==> src/rtl/xge_loopback_ctrl.sv <==
// Run sequencer for the 10G MAC loopback self-test: resets, arms and times the
// Tx generator / Rx checker per iteration and accumulates pass/fail/timeout results.
module xge_loopback_ctrl #(
    parameter int unsigned RST_CYCLES = 4,
    parameter int unsigned CNT_W      = 16
) (
    input  logic             clk156,
    input  logic             rst,
    input  logic             start,
    input  logic             abort,
    input  logic [CNT_W-1:0] num_iter,
    input  logic [31:0]      timeout_cycles,
    input  logic             stop_on_fail,
    input  logic             rx_done,
    input  logic             rx_correct,
    input  logic [1:0]       rx_error,
    output logic             chk_rst,
    output logic             rx_enable,
    output logic             tx_enable,
    output logic             busy,
    output logic             done,
    output logic [CNT_W-1:0] iter_count,
    output logic [CNT_W-1:0] pass_count,
    output logic [CNT_W-1:0] fail_count,
    output logic [2:0]       last_error
);

    localparam logic [2:0] S_IDLE   = 3'd0;
    localparam logic [2:0] S_CRST   = 3'd1;
    localparam logic [2:0] S_ARM    = 3'd2;
    localparam logic [2:0] S_RUN    = 3'd3;
    localparam logic [2:0] S_RECORD = 3'd4;
    localparam logic [2:0] S_FINISH = 3'd5;

    localparam int unsigned RC_W = (RST_CYCLES > 1) ? $clog2(RST_CYCLES) : 1;
    localparam logic [CNT_W-1:0] CNT_MAX = '1;

    logic [2:0]       state_q, state_d;
    logic [RC_W-1:0]  rcnt_q, rcnt_d;
    logic [31:0]      wd_q, wd_d;
    logic [2:0]       code_q, code_d;
    logic [CNT_W-1:0] iter_q, iter_d, pass_q, pass_d, fail_q, fail_d;
    logic [2:0]       last_err_q, last_err_d;
    logic             chk_rst_q, chk_rst_d, rx_en_q, rx_en_d, tx_en_q, tx_en_d;
    logic             busy_q, busy_d, done_q, done_d;
    logic             aborting;

    // Next state, counters and registered-output values, all decoded from the next state
    always_comb begin
        state_d    = state_q;
        rcnt_d     = rcnt_q;
        wd_d       = wd_q;
        code_d     = code_q;
        iter_d     = iter_q;
        pass_d     = pass_q;
        fail_d     = fail_q;
        last_err_d = last_err_q;
        aborting   = 1'b0;

        case (state_q)
            S_IDLE: begin
                if (start) begin
                    state_d    = S_CRST;
                    iter_d     = '0;
                    pass_d     = '0;
                    fail_d     = '0;
                    last_err_d = 3'd0;
                end
            end
            S_CRST: begin
                if (rcnt_q == RC_W'(RST_CYCLES - 1)) begin
                    state_d = S_ARM;
                end else begin
                    rcnt_d = rcnt_q + RC_W'(1);
                end
            end
            S_ARM: begin
                state_d = S_RUN;
                wd_d    = 32'd0;
            end
            S_RUN: begin
                wd_d = wd_q + 32'd1;
                if (rx_done) begin
                    state_d = S_RECORD;
                    if (rx_correct)          code_d = 3'd0;
                    else if (rx_error == 2'd0) code_d = 3'd7;
                    else                     code_d = {1'b0, rx_error};
                end else if ((timeout_cycles != 32'd0) && (wd_q == timeout_cycles)) begin
                    state_d = S_RECORD;
                    code_d  = 3'd4;
                end
            end
            S_RECORD: begin
                iter_d = (iter_q == CNT_MAX) ? iter_q : iter_q + CNT_W'(1);
                if (code_q == 3'd0) begin
                    pass_d = (pass_q == CNT_MAX) ? pass_q : pass_q + CNT_W'(1);
                end else begin
                    fail_d     = (fail_q == CNT_MAX) ? fail_q : fail_q + CNT_W'(1);
                    last_err_d = code_q;
                end
                if (((num_iter != '0) && (iter_d == num_iter)) ||
                    ((code_q != 3'd0) && stop_on_fail)) begin
                    state_d = S_FINISH;
                end else begin
                    state_d = S_CRST;
                end
            end
            S_FINISH: state_d = S_IDLE;
            default:  state_d = S_IDLE;
        endcase

        // Abort discards the in-flight iteration and resets the checkers during FINISH
        if (abort && (state_q != S_IDLE) && (state_q != S_FINISH)) begin
            state_d    = S_FINISH;
            aborting   = 1'b1;
            iter_d     = iter_q;
            pass_d     = pass_q;
            fail_d     = fail_q;
            last_err_d = last_err_q;
        end

        if (state_d != S_CRST) rcnt_d = '0;

        // Enables stay up through RECORD so they fall two cycles after rx_done
        chk_rst_d = (state_d == S_CRST) || aborting;
        rx_en_d   = (state_d == S_ARM) || (state_d == S_RUN) || (state_d == S_RECORD);
        tx_en_d   = (state_d == S_RUN) || (state_d == S_RECORD);
        busy_d    = (state_d != S_IDLE) && (state_d != S_FINISH);
        done_d    = (state_d == S_FINISH);
    end

    always_ff @(posedge clk156) begin
        if (rst) begin
            state_q    <= S_IDLE;
            rcnt_q     <= '0;
            wd_q       <= 32'd0;
            code_q     <= 3'd0;
            iter_q     <= '0;
            pass_q     <= '0;
            fail_q     <= '0;
            last_err_q <= 3'd0;
            chk_rst_q  <= 1'b1;
            rx_en_q    <= 1'b0;
            tx_en_q    <= 1'b0;
            busy_q     <= 1'b0;
            done_q     <= 1'b0;
        end else begin
            state_q    <= state_d;
            rcnt_q     <= rcnt_d;
            wd_q       <= wd_d;
            code_q     <= code_d;
            iter_q     <= iter_d;
            pass_q     <= pass_d;
            fail_q     <= fail_d;
            last_err_q <= last_err_d;
            chk_rst_q  <= chk_rst_d;
            rx_en_q    <= rx_en_d;
            tx_en_q    <= tx_en_d;
            busy_q     <= busy_d;
            done_q     <= done_d;
        end
    end

    assign chk_rst    = chk_rst_q;
    assign rx_enable  = rx_en_q;
    assign tx_enable  = tx_en_q;
    assign busy       = busy_q;
    assign done       = done_q;
    assign iter_count = iter_q;
    assign pass_count = pass_q;
    assign fail_count = fail_q;
    assign last_error = last_err_q;

endmodule

==> config.mk <==
export PLATFORM = sky130hd
export DESIGN_NAME = xge_loopback_ctrl
export DESIGN_NICKNAME = d
export VERILOG_FILES = /design/src/rtl/xge_loopback_ctrl.sv
export SDC_FILE = /design/constraint.sdc
export NUM_CORES = 1
export LEC_CHECK = 0
export BUFFER_PORTS_ARGS = -buffer_cell sky130_fd_sc_hd__clkbuf_2
export CAP_MARGIN = 20
export CORE_MARGIN = 2
export CORE_UTILIZATION = 40
export DETAILED_ROUTE_END_ITERATION = 7
export GPL_TIMING_DRIVEN = 0
export PLACE_DENSITY_LB_ADDON = 0.12
export SYNTH_ARGS = -nofsm -noshare
export SYNTH_HDL_FRONTEND = slang
export SYNTH_SLANG_ARGS = --single-unit
==> constraint.sdc <==
create_clock -name clk156 -period 6.6 [get_ports clk156]
set_input_delay 0.99 -clock clk156 [delete_from_list [all_inputs] [get_ports clk156]]
set_output_delay 0.99 -clock clk156 [all_outputs]
set_load 0.02 [all_outputs]
==> out/qor.txt <==
outcome: complete, no violations
initial antenna violation count: 0
synth warn: 0
Initial Util: 40.8%
R2R Setup Slk: 3.23 ns
Resized Gates After CTS: 0
Synth Register Bits: 96
multi-input logic area: 3570 um^2
crit end category: register
chip height: 123 um
CP max-delay cell: nor4_2
kind of critical path: reg -> reg
first-pass GRT wire length: 26400 um
CTS sink count: 96
TritonCTS buffer count: 9
nets@finish: 866
worst r2r src: iter_count[1]
peak supply drop: 0.111 mV
hold path depth: 2
Overflow after GRT: 0
Vias: 5481
Critical Path, Cell by Cell: ha_1, nand3_4, nor4_2, xnor2_1, o2111ai_1, a2111oi_2, nand4b_1, nor4_4, o31ai_1
number of global-route vias before repair: 5213
area of the die: 15100 um^2
Die W: 123 um
H-tree depth: 3
Syn Inst Count: 682
initial drt markers: 455
I/O pins: 113
clock transition at the registers of the reported paths: 0.07 ns
dpl cell area: 6440 um^2
Hold Crit Class: reg -> reg
P_leak: 0.00250 uW
Worst Setup Start Kind: register
Clock Latency Late Sink: 0.35 ns
Synth Flop Type: dfxtp_1
worst reg2reg path depth: 9
area growth from synthesis to final layout: 18.9%
post-synthesis cell area: 5660 um^2
CTS root buf: clkbuf_16
max-slew violations: 0
Tcrit/Tclk final: 51.1%
DRC violations left: 0
largest net degree at the start of global routing: 16
CTS hold repair buffers: 0
cell area power density: 184 nW/um^2
HPWL after DPL: 12300 um
register area share after synthesis: 33.9%
Mapped Nets: 744
Routed WL per cell: 16.0 um
Max transition margin: 46.2%
sequential standard cell area: 1920 um^2
CP arrival: 3.57 ns
fillers: 1444
GPL Wtd Cong: 0.911
f_max: 0.296 GHz
Cell Rows: 43
Yosys cell types: 73
Total Routed Length: 15900 um
routed vias/inst: 5.54
Final setup viols: 0
fraction of registers with async set/reset: 0%
fin area: 6740 um^2
min Tclk post-route: 3.37 ns
# Post-CTS Setup Buffers: 0
GRT Resource Usage Total: 21.9%
n_diodes: 0
RSZ-0062 raised after global routing: false
TNS Setup: 0 ns
MaxCap Viol Count: 0
CTS tree: built
Mapped Avg Cell Area: 8.31 um^2
CP Max Fanout: 10
clk_skew: 0.00662 ns
crit-path max cell delay: 0.60 ns
Port Buffers: 111
worst setup path startpoint: iter_count[1]
Fin. Hold Viols: 0
fraction of layout cells with a size suffix above 1: 20.5%
Post-synth EDFFs: 0
DRT Pass-1 Iters: 5
Clock Tree Buf Depth: 2
Post-DRT Antenna Nets: 0
crit path to: chk_rst
total core area: 13900 um^2
WP data required: 6.79 ns
Least-Margin Pin Slew: 0.795 ns
reg2reg end: chk_rst
[flip-flops by register name, summed over array words and instances (netlist names)]
register    count
wd_q           32
fail_count     16
iter_count     16
pass_count     16
code_q          3
last_error      3
state_q         3
rcnt_q          2
busy            1
chk_rst         1
done            1
rx_enable       1
tx_enable       1
[report_power, final]
group          switching [uW]  internal [uW]  total (uW)
Clock                     223            294         517
Sequential               4.77            584         589
Combinational            82.4           51.5         134
Total                     310            930        1240
[cell usage after synthesis, types with 4 or more instances]
cell type  number  area share (%)
nand3_1        36             3.2
ha_1            5             1.1
inv_1           9            0.60
xnor2_1        59             9.1
clkbuf_1       19             1.3
nor2b_1         5            0.55
nor4b_1         4            0.62
xor2_1         42             6.5
dfxtp_1        96              34
a21oi_1        34             3.0
mux2i_1         4            0.71
nor3_1         19             1.7
and3_1         18             2.0
nand4_1        31             3.4
nor2_1         90             6.0
o21ai_0        28             2.5
nor4_1         18             2.0
and2_1          5            0.55
and4_1          8             1.2
nand2_1        48             3.2
a311oi_1        4            0.62
nand2b_1        4            0.44
a22oi_1         5            0.66
buf_2           6            0.53
or3_1          12             1.3
[kinds of logic after synthesis]
family | synth area share (%)
AND/OR/NAND/NOR | 32.5
AO/OA/AOI/OAI | 12.9
XOR/XNOR | 15.6
flip-flops | 33.9
buffers and inverters | 3.05
multiplexers | 0.906
adder cells (fa/ha/maj) | 1.10
[cell usage in the layout, fill, tap and decap left out, types with 28 or more instances in the layout]
cell type and instances:
a21oi_1 34, nand3_1 36, xor2_1 42, o21ai_0 28, xnor2_1 59, nand2_1 48
dfxtp_1 96, clkbuf_2 111, nand4_1 31, nor2_1 90
[metal layers]
metal	routed length, um	global-route usage (%)
met5	0	0
met4	154	5.04
met3	859	4.15
met2	7320	35.0
met1	7530	30.7
[final cells by class]
class / instances / area share, %
Multi-Input combinational cell: 548 / 53.0
Sequential cell: 96 / 28.5
Timing Repair Buffer: 111 / 8.25
Clock buffer: 11 / 3.46
Tap cell: 180 / 3.34
Buffer: 29 / 2.06
Clock inverter: 5 / 0.855
Inverter: 9 / 0.502
[critical path: cells and delay by family (launching register included)]
family	cells	cell delay [ns]
fa+ha+maj	1	0.36
flops	1	0.50
compound gates	3	0.72
xor+xnor	1	0.20
simple gates	4	1.44
[worst min-delay path by stage]
stage | startpoint | to | slack, ns
detailed placement | pass_count[5] | pass_count[5] | 0.49
global placement | last_error[2] | last_error[2] | 0.48
finish | pass_count[5] | pass_count[5] | 0.50
floorplan | code_q[2] | code_q[2] | 0.47
CTS | code_q[2] | code_q[2] | 0.51
global route | wd_q[11] | wd_q[11] | 0.53
[stage by stage]
step	setup WS (ns)	total power [uW]	util (%)	hold WS, ns	cells
final	3.23	1240	48.5	0.502	989
after global routing	3.05	1300	48.5	0.534	989
after CTS	3.28	1260	48.5	0.507	989
after detailed placement	3.31	736	46.4	0.495	973
after global placement	3.31	733	46.4	0.483	973
after floorplan	3.77	682	-	0.467	682
No activity file was read; power rests on OpenSTA's default activity.
